==> src/rtl/zuse_seq.sv <==
// zuse_seq: free-running three-phase pulse generator (a -> b -> c -> a).
//   After reset release the outputs stay low for START_DLY cycles. Each
//   output is then held high for PHASE_LEN cycles, and every phase is
//   followed by GAP_LEN all-low cycles.
// Ports:
//   clk   - system clock, rising edge
//   rst_n - asynchronous active-low reset
//   a,b,c - mutually exclusive phase pulses, driven straight from flops
module zuse_seq #(
  parameter int unsigned START_DLY = 2,
  parameter int unsigned PHASE_LEN = 4,
  parameter int unsigned GAP_LEN   = 1
) (
  input  logic clk,
  input  logic rst_n,
  output logic a,
  output logic b,
  output logic c
);

  if (PHASE_LEN < 1) begin : g_bad_phase_len
    $error("zuse_seq: PHASE_LEN must be at least 1");
  end

  localparam int unsigned MAX_A  = (START_DLY > PHASE_LEN) ? START_DLY : PHASE_LEN;
  localparam int unsigned MAX_V  = (MAX_A > GAP_LEN) ? MAX_A : GAP_LEN;
  localparam int unsigned CNT_W  = ($clog2(MAX_V + 1) > 1) ? $clog2(MAX_V + 1) : 1;
  // Last counter value in each state. Underflow is guarded for the zero cases.
  localparam int unsigned PH_LAST  = (PHASE_LEN > 0) ? PHASE_LEN - 1 : 0;
  localparam int unsigned GAP_LAST = (GAP_LEN > 0) ? GAP_LEN - 1 : 0;

  typedef enum logic [2:0] {
    STARTUP = 3'd0,
    PH_A    = 3'd1,
    GAP_A   = 3'd2,
    PH_B    = 3'd3,
    GAP_B   = 3'd4,
    PH_C    = 3'd5,
    GAP_C   = 3'd6
  } state_e;

  state_e             state_q, state_d;
  logic [CNT_W-1:0]   cnt_q, cnt_d;
  logic               a_q, b_q, c_q;

  // Next state. Every state counts edges and leaves when the count reaches its last value.
  always_comb begin
    state_d = state_q;
    cnt_d   = cnt_q + CNT_W'(1);
    case (state_q)
      STARTUP: if (cnt_q == CNT_W'(START_DLY)) state_d = PH_A;
      PH_A:    if (cnt_q == CNT_W'(PH_LAST))   state_d = (GAP_LEN == 0) ? PH_B : GAP_A;
      GAP_A:   if (cnt_q == CNT_W'(GAP_LAST))  state_d = PH_B;
      PH_B:    if (cnt_q == CNT_W'(PH_LAST))   state_d = (GAP_LEN == 0) ? PH_C : GAP_B;
      GAP_B:   if (cnt_q == CNT_W'(GAP_LAST))  state_d = PH_C;
      PH_C:    if (cnt_q == CNT_W'(PH_LAST))   state_d = (GAP_LEN == 0) ? PH_A : GAP_C;
      GAP_C:   if (cnt_q == CNT_W'(GAP_LAST))  state_d = PH_A;
      default: state_d = STARTUP;
    endcase
    if (state_d != state_q) cnt_d = '0;
  end

  // State, counter and output flops. Outputs are decoded from the next state
  // so that they change on the same edge as the state register.
  always_ff @(posedge clk or negedge rst_n) begin
    if (!rst_n) begin
      state_q <= STARTUP;
      cnt_q   <= '0;
      a_q     <= 1'b0;
      b_q     <= 1'b0;
      c_q     <= 1'b0;
    end else begin
      state_q <= state_d;
      cnt_q   <= cnt_d;
      a_q     <= (state_d == PH_A);
      b_q     <= (state_d == PH_B);
      c_q     <= (state_d == PH_C);
    end
  end

  assign a = a_q;
  assign b = b_q;
  assign c = c_q;

endmodule

==> config.mk <==
export PLATFORM = sky130hd
export DESIGN_NAME = zuse_seq
export DESIGN_NICKNAME = d
export VERILOG_FILES = /design/src/rtl/zuse_seq.sv
export SDC_FILE = /design/constraint.sdc
export NUM_CORES = 1
export LEC_CHECK = 0
export ABC_AREA = 1
export CAP_MARGIN = 40
export CORE_AREA = 2 2 39 41
export DETAILED_ROUTE_END_ITERATION = 10
export DIE_AREA = 0 0 41 43
export MAX_ROUTING_LAYER = met4
export PLACE_DENSITY = 0.64
export SYNTH_ARGS = -nofsm -noshare
export SYNTH_HDL_FRONTEND = slang
export SYNTH_SLANG_ARGS = --single-unit
==> constraint.sdc <==
create_clock -name clk -period 3.3 [get_ports clk]
set_clock_uncertainty 0.15 [all_clocks]
set_input_delay 0.495 -clock clk [delete_from_list [all_inputs] [get_ports clk]]
set_output_delay 0.495 -clock clk [all_outputs]
set_load 0.02 [all_outputs]
Word level (Yosys, flattened, before mapping)
Index checks and enable logic that the tools add are counted.
W data, S select, Z words.
{"block": "word_totals", "regBits": 9, "latchBits": 0, "ram_bits": 0, "mem_bits_ro": 0, "output_inout_bits": 3, "word_cells": 29, "mem_count": 0}
{"block": "op_classes", "add_sub_neg": 1, "mul": 0, "n_div": 0, "n_lt_le_gt_ge": 0, "eq_ne": 12, "shift": 0, "mux": 9, "n_bitwise": 0, "reduce_logical": 2}
{"operator": "$mux W3", "count": 8}
{"operator": "$pmux W3 S7", "count": 1}
{"operator": "$eq A3 B2 Y1 const B", "count": 5}
{"operator": "$eq A3 B3 Y1 const B", "count": 4}
{"operator": "$eq A3 B1 Y1 const B", "count": 2}
{"operator": "$logic_not A3 Y1", "count": 2}
{"operator": "$add A3 B1 Y3 const B", "count": 1}
{"operator": "$ne A3 B3 Y1", "count": 1}

Depth between registers and ports, before layout
Gate-level depths: netlist (run 1).
{"block": "logic_depth", "depth_word": 5, "mapped_depth": 9, "ltp_nobuf": 9}

Worst setup path after synthesis (run 1)
Ideal clock, no wire load.
{"block": "synth_path", "kind": "register to register", "startpoint": "register cnt_q[0]", "endpoint": "register c_q (netlist: c)", "setup_ns": 0.113, "t_arrival_ns": 1.156, "required_time_ns": 3.037, "slack_ns": 1.881, "path_stages_with_launch": 9, "n_path_buf": 0, "period_less_slack_ns": 1.419, "cell_sequence": "dfrtp_1 ha_1 ha_1 nand2_1 nand2_1 o211ai_1 nand3_1 nand2_1 inv_1"}
{"block": "synth_via", "elab_chain_cells": 4}
{"item": "from (decl)", "line": "43", "rtl": "logic [CNT_W-1:0] cnt_q, cnt_d;"}
{"item": "from (signal assigned)", "line": "74", "rtl": "cnt_q <= cnt_d;"}
{"item": "$eq A3 B2 Y1 (tied with other cells)", "line": "52, 54, 56"}
{"item": "$mux W3 (tied with other cells)", "line": "56", "rtl": "PH_C: if (cnt_q == CNT_W'(PH_LAST)) state_d = (GAP_LEN == 0) ? PH_A : GAP_C;"}
{"item": "$pmux W3 S7 (*)", "line": "50", "rtl": "case (state_q)"}
{"item": "named net state_d[2]", "line": "42", "rtl": "state_e state_q, state_d;"}
{"item": "$eq A3 B3 Y1 (*)", "line": "77", "rtl": "c_q <= (state_d == PH_C);"}
{"item": "to (signal assigned)", "line": "77"}
{"item": "to (decl)", "line": "44", "rtl": "logic a_q, b_q, c_q;"}
The timed path passes the listed nets; every way through them passes the cells marked *.

Worst setup path in the final report (run 1)
{"block": "layout_path", "startpoint": "register a_q (netlist: a)", "endpoint": "output port a"}
{"item": "from (decl)", "line": "44"}
{"item": "from (signal assigned)", "line": "75", "rtl": "a_q <= (state_d == PH_A);"}
{"item": "to (decl)", "line": "16", "rtl": "output logic a,"}
No word-level cell between the ends.

==> results_dict.tcl, run 1 <==
set metrics [dict create \
    status "completed" \
    ys_warn_count 0 \
    cts_sinks 9 \
    grt_usage_pct 11.1 \
    grt-ovfl-total 0 \
    min_path_type "reg2reg" \
    critical_path.max_stage_delay_ns 0.59 \
    slowest_stage "clkdlybuf4s50_1" \
    post-route-util_pct 38.4 \
    placedCellCount 72 \
    cp.arrival_ns 1.16 \
    grt_pass1_wl_um 1220 \
    area_delta_synth_final_pct 19.4 \
    synth_cell_type_count 13 \
    cts_root_buffer "clkbuf_4" \
    ir_drop_v 0.000186 \
    crit_cells 1 \
    drtIter0Drc 7 \
    path_clk_slew_ns 0.06 \
    synthCells 52 \
    cts_tree "built" \
    rows 14 \
    grt_pass1_vias 331 \
    cts_setup_buffers 0 \
    wire_per_inst_um 8.50 \
    fmax_mhz 554 \
    hold_buffers 0 \
    setup_viol 0 \
    layout_common_cells "11 x nand2_1, 9 x dfrtp_1, 8 x inv_1, 7 x nor2_1" \
    clk_path_buf_depth 2 \
    clock_latency_ns 0.25 \
    p_leak_nw 0.305 \
    worstMarginPinSlew_ns 0.375 \
    gp_congestion 0.746 \
    reg2reg_depth 8 \
    maxCapViolCount 0 \
    vias 338 \
    start_util_pct 32.2 \
    die_h_um 43 \
    worstSetupPathType "reg2out" \
    die_area_mm2 0.00176 \
    rsz0062_at_grt "no" \
    synth_area_um2 445 \
    core_mm2 0.00138 \
    num-nets-final 67 \
    max-slew-margin-rel_pct 74.9 \
    grt_max_degree 10 \
    crit_buf_inv 1 \
    synth.area.top_cells "dfrtp_1 51%, ha_1 11%, nand2_1 9.3%, inv_1 6.7%, nor2_1 5.9%" \
    first_pass_iters 4 \
    worstPathRequired_ns 2.65 \
    hold_viol_final 0 \
    fin_cells 76 \
    synth_top_cell_by_area "dfrtp_1" \
    route.detailed.drc 0 \
    layout_worst_path_cycle_share_pct 54.7 \
    met3RoutedLength_um 23 \
    netlist.area_leader.share_pct 50.6 \
    vias_per_cell 4.45 \
    dp_hpwl_um 533 \
    fin_crit_ns 1.80 \
    end_kind "primary output" \
    cp_max_fo 1 \
    setup_tns_ns 0 \
    dieWidth_um 41 \
    grt_antenna_before_repair 0 \
    wl_met2_um 308 \
    p_per_area_mw_per_mm2 362 \
    highest_layer "met4" \
    numPortBuffers 4 \
    cts_inserted_buffers 3 \
    antennaDiodeCount 0 \
    ys_ff_latch 9 \
    routed_wirelength_um 646 \
    startpoint_type "register" \
    worst_path_dominant_cell_family "buffers and inverters" \
    h-tree-depth 1 \
    wl_met1_um 273 \
    hold_depth 1 \
    cts.repair.resized 0 \
    ant_nets 0 \
    syn-num-nets 58 \
    path_cells "clkdlybuf4s50_1" \
    final_common_cell "nand2_1" \
    yosysSeqAreaShare_pct 50.6 \
    fillCellCount 143 \
    report.final.slew_viol_count 0 \
    layout-drive-gt1-share_pct 13.3 \
    ios 5 \
    synth_area_per_cell_um2 8.57 \
]
[flip-flops by register name (all words and copies together) (netlist names)]
name and flops:
b 1, state_q 3, cnt_q 3, a 1
c 1
[final timing paths]
| check | start | to | slack (ns) |
|---|---|---|---|
| worst min-delay path | cnt_q[0] | cnt_q[0] | 0.31 |
| worst min register to register | cnt_q[0] | cnt_q[0] | 0.31 |
| min in group asynchronous | rst_n | state_q[2] | 0.38 |
| worst max-delay path | a | a | 1.50 |
| worst max register to register | cnt_q[0] | c | 1.75 |
| max in group asynchronous | rst_n | cnt_q[1] | 2.35 |
[metal layers]
layer / track usage, % / vias up
met3: 3.14 / 4
met5: - / -
li1: - / 174
met1: 13.0 / 151
met2: 13.4 / 9
met4: 12.7 / 0
[logic make-up (layout without fill, tap and decap cells)]
logic type | after synthesis | count (layout) | share of synthesized area, %
simple gates | 24 | 24 | 23.3
flops | 9 | 9 | 50.6
buf+inv | 11 | 19 | 9.27
fa+ha+maj | 4 | 4 | 11.2
compound gates | 4 | 4 | 5.62
[per-stage QoR]
stage          hold WS, ns  worst slack [ns]  power, W  cell area (um2)
2_1_floorplan       0.0494              1.88  0.000112              445
3_3_place_gp         0.302              1.76  0.000115              505
3_5_place_dp         0.310              1.76  0.000115              505
4_1_cts              0.317              1.48  0.000196              532
5_1_grt              0.359              1.46  0.000200              532
6_report             0.313              1.50  0.000192              532
[cell type report]
type,count,area (um2),area share [%]
clock buffer,4,26.3,4.94
inverter,11,41.3,7.76
multi-input combinational,32,179,33.6
sequential,9,225,42.4
tap,16,20.0,3.76
timing repair buffer,4,40.0,7.53
[synth_stat cells]
library cell	n
o21ai_0	1
nand2_1	11
ha_1	4
nand3_1	4
nand3_2	1
nor2_1	7
a21oi_1	1
inv_1	8
dfrtp_1	9
nor2_2	1
o21bai_1	1
o211ai_1	1
inv_2	3
[power breakdown]
part	internal [W]	leakage [nW]	switching, W
Sequential	0.000110	0.111	0
Combinational	0.00000105	0.178	0.00000189
Clock	0.0000462	0.0150	0.0000327
Power figures use the tool's default switching activity.
==> run 2, diff against run 1 <==
==> constraint.sdc (replaced) <==
create_clock -name clk -period 1.7 [get_ports clk]
set_clock_uncertainty 0.15 [all_clocks]
set_input_delay 0.255 -clock clk [delete_from_list [all_inputs] [get_ports clk]]
set_output_delay 0.255 -clock clk [all_outputs]
set_load 0.02 [all_outputs]
==> run 2 against run 1 <==
Against the previous run: clock power rose by 98%; combinational power rose by 100%; largest cell class unchanged; highest routed layer is now met3; routed wire length rose by 14%; non-clock buffer count did not move; clock-buffer cell count did not move; global-route usage fell by 0.20 points; sequential share of layout area did not move; worst setup slack got worse by 1.4 ns; die area did not move; core utilization did not move; final area did not move.
==> results_dict.tcl, run 2 (synthesis results as in run 1) <==
set metrics [dict create \
    hold_viol_final 0 \
    setup_tns_ns 0 \
    top_regs "cnt_q (3), state_q (3)" \
    max-slew-margin-rel_pct 73.4 \
    layout-drive-gt1-share_pct 13.3 \
    h-tree-depth 1 \
    multi_input_area_um2 179 \
    rows 14 \
    layout_worst_path_cycle_share_pct 92.4 \
    grt_usage_pct 10.9 \
    status "completed" \
    p_per_area_mw_per_mm2 708 \
    num-nets-final 67 \
    grt_pass1_vias 313 \
    dieWidth_um 41 \
    wl_met1_um 309 \
    antennaDiodeCount 0 \
    cts_sinks 9 \
    worst_path_dominant_cell_family "buffers and inverters" \
    design_area_um2 532 \
    cp.arrival_ns 1.17 \
    startpoint_type "register" \
    report.final.slew_viol_count 0 \
    cts_root_buffer "clkbuf_4" \
    vias 331 \
    wl_met2_um 420 \
    worstPathRequired_ns 1.29 \
    critical_path.max_stage_delay_ns 0.60 \
    final_common_cell "nand2_1" \
    crit_buf_inv 1 \
    clock_latency_ns 0.25 \
    dp_hpwl_um 577 \
    cts.repair.resized 0 \
    met3RoutedLength_um 8 \
    cts_setup_buffers 0 \
    drtIter0Drc 11 \
    regArea_um2 225 \
    highest_layer "met3" \
    clk_path_buf_depth 2 \
    slowest_stage "clkdlybuf4s50_1" \
    routed_wirelength_um 739 \
    start_util_pct 32.2 \
    wire_per_inst_um 9.72 \
    setup_viol 0 \
    r2r_slack_ns 0.14 \
    die_area_mm2 0.00176 \
    die_h_um 43 \
    startpoint "c" \
    area_delta_synth_final_pct 19.4 \
    rsz0062_at_grt "no" \
    r2r-start "cnt_q[0]" \
    grt_pass1_wl_um 1250 \
    route.detailed.drc 0 \
    first_pass_iters 4 \
    maxCapViolCount 0 \
    cts_inserted_buffers 3 \
    placed_area_um2 505 \
    fillCellCount 131 \
    worstMarginPinSlew_ns 0.397 \
    gp_congestion 0.779 \
    grt_antenna_before_repair 0 \
    grt-ovfl-total 0 \
    p_leak_nw 0.305 \
    fin_crit_ns 1.57 \
    cts_tree "built" \
    ios 5 \
    path_cells "clkdlybuf4s50_1" \
    fmax_mhz 637 \
    end_kind "primary output" \
    ant_nets 0 \
    cp_max_fo 1 \
    path_clk_slew_ns 0.06 \
    min_path_type "in2async" \
    hold_buffers 0 \
    core_mm2 0.00138 \
    grt_max_degree 10 \
    ir_drop_v 0.000484 \
    numPortBuffers 4 \
    layout_common_cells "11 x nand2_1, 9 x dfrtp_1, 8 x inv_1, 7 x nor2_1" \
    vias_per_cell 4.36 \
    worstSetupPathType "reg2out" \
]
[run 2: final timing paths]
| kind | endpoint | cells past startpoint |
|---|---|---|
| min in group clk | cnt_q[0] | 1 |
| max in group asynchronous | state_q[2] | 1 |
| max | c | 1 |
| max reg2reg | c | 8 |
| min | state_q[0] | 1 |
| min reg2reg | cnt_q[0] | 1 |
[run 2: metrics by stage]
step	setup WS, ns	instances	util [%]	total power, W	hold WS, ns
final	0.129	76	38.4	0.000376	0.146
after global routing	0.0561	76	38.4	0.000395	0.184
after CTS	0.111	76	38.4	0.000388	0.145
after detailed placement	0.141	72	36.5	0.000224	0.302
after global placement	0.188	72	36.5	0.000224	0.294
after floorplan	0.281	52	-	0.000218	-0.191
[run 2: area by class of cell]
type                    instances  area share [%]
well taps                      16            3.76
inverters                      11            7.76
clock buffers                   4            4.94
multi-input cells              32            33.6
repair buffers                  4            7.53
flip-flops and latches          9            42.4
[run 2: power by group]
part / internal [W] / leakage (nW) / switching, W
Sequential: 0.000214 / 0.111 / 0
Clock: 0.0000899 / 0.0150 / 0.0000663
Combinational: 0.00000203 / 0.178 / 0.00000390
[run 2: metal layers]
| metal | up-vias | track usage (%) |
|---|---|---|
| met4 | 0 | 6.00 |
| met2 | 4 | 17.5 |
| li1 | 176 | - |
| met3 | 0 | 3.14 |
| met5 | - | - |
| met1 | 151 | 11.3 |
==> variant: new RTL, settings of run 2 <==
`START_DLY`: 2 -> 4.
--- a/src/rtl/zuse_seq.sv
+++ b/src/rtl/zuse_seq.sv
@@ -7,7 +7,7 @@
 //   rst_n - asynchronous active-low reset
 //   a,b,c - mutually exclusive phase pulses, driven straight from flops
 module zuse_seq #(
-  parameter int unsigned START_DLY = 2,
+  parameter int unsigned START_DLY = 4,
   parameter int unsigned PHASE_LEN = 4,
   parameter int unsigned GAP_LEN   = 1
 ) (
Check against the original RTL: not equivalent (a bounded check fails within 4 cycles, from zero or initial values and one cycle with rst_n low).
==> variant against run 2 <==
Routed wire length shrank 6.6%. Design area grew 0.47%. Setup slack worse by 15 ps. Via count down 4.2%. Sequential power about the same. Synthesized area increased by 0.56%. Total power fell by 0.25%. First-iteration DRC count is 73% lower. Sequential cell count unchanged. Critical path depth is the same. Highest routed layer is now met4.
==> variant: results (changes against run 2) <==
status completed; GRT Util Overall 0.120 (+0.0110); layout cells sized above 1 0.200 (+0.0667); Crit path arrival time 1180 ps; IO Port Bufs 4 (unchanged); Root Driver clkbuf_4; Commonest cells post-synth nand2_1, dfrtp_1, inv_1, nor2_1; largest cells by area after synthesis dfrtp_1, nand2_1, ha_1; Setup WS pre-CTS 180 ps (+38.5 ps); Vias/cell 4.17 (-4.2%); gpl congestion 0.772 (-0.89%); CP startpoint b; clk buf depth 2 (unchanged); dpl hpwl 568 um (-1.6%); CTS resizes 0 (unchanged); hold crit path type input port to async pin; routed len/inst 9.08 um (-6.6%); CTS Buf Count 3 (unchanged); 1st-pass router iterations 4 (unchanged); clk_lat worst skew 250 ps (about the same); Cell variety after synth 14 (+1); Max stage delay on crit path 600 ps (about the same); Synthesized Nets 57 (-1.7%); slowest CP cell clkdlybuf4s50_1; FFs w/ async S/R, synth 1.00 (unchanged); Worst VDD drop 0.383 mV (-21%); Seq/Total Area, Yosys 0.503 (-0.00282); delay-heaviest family, CP buffers and inverters; placed cell areas 508 sq um (+0.49%); Regs by FF count cnt_q x3, state_q x3; endpoints failing setup 0 (unchanged); Initial DRC Count 3 (-8); number of setup buffers added after CTS 0 (unchanged); Max H-tree Level 1 (unchanged); largest net degree at the start of global routing 10 (unchanged); first-pass GRT wire length 1270 um (+1.7%); initial antenna violation count 0 (unchanged); vias in the first global route 303 (-3.2%); fin nets 66 (-1.5%); Residual DRC 0 (unchanged); leak pwr 0.290 nW (-4.8%); Clock transition at path regs 60 ps (about the same); worst-margin pin slew 400 ps (+2.57 ps); most used flip-flop cell after synthesis dfrtp_1
-- variant: metrics by stage --
step | hold slack, ps | util | std cells
after floorplan | -191 | - | 52
after global placement | 293 | 0.367 | 72
after detailed placement | 300 | 0.367 | 72
after CTS | 149 | 0.386 | 76
after global routing | 168 | 0.386 | 76
final | 148 | 0.386 | 76
-- variant: worst register-to-register path, stage by stage (launching register included) --
cell      delay [ps]
dfrtp_1          390
ha_1             210
ha_1             190
nand2_1           80
o21ai_1           60
inv_1             90
nand2_1          100
a21boi_0         170
-- variant: area by class of cell --
class | instances | area, sq um
Clock buffer | 4 | 26.3
Inverter | 11 | 41.3
Multi-Input combinational cell | 32 | 181
Timing Repair Buffer | 4 | 40.0
Fill cell | 138 | 850
Tap cell | 16 | 20.0
Sequential cell | 9 | 225
-- variant: cell families after synthesis --
group	count (synthesis)	synth area share
AO/OA/AOI/OAI	6	0.0810
buffers and inverters	11	0.0922
adder cells (fa/ha/maj)	3	0.0838
flip-flops	9	0.503
AND/OR/NAND/NOR	23	0.240
-- variant: worst paths after layout --
path                       slack [ps]  cells past startpoint         end
min                               150                      1  state_q[1]
max reg2reg                       170                      7    cnt_q[1]
max                               110                      1           b
max in group asynchronous         970                      1  state_q[0]
min in group clk                  300                      1    cnt_q[0]
min reg2reg                       300                      1    cnt_q[0]
-- variant: where the power goes --
group,internal [W],switching (W)
clock,0.0000898,0.0000654
combinational,0.00000203,0.00000392
sequential,0.000214,0
total,0.000306,0.0000693
-- variant: layer usage --
layer | track usage | routed length, um | share of wire | up-vias
met1 | 0.155 | 316 | 0.46 | 137
met2 | 0.141 | 343 | 0.50 | 5
met4 | 0.100 | 10 | 0.014 | 0
met3 | 0.0471 | 19 | 0.028 | 2
met5 | - | 0 | 0 | -
li1 | - | - | - | 173
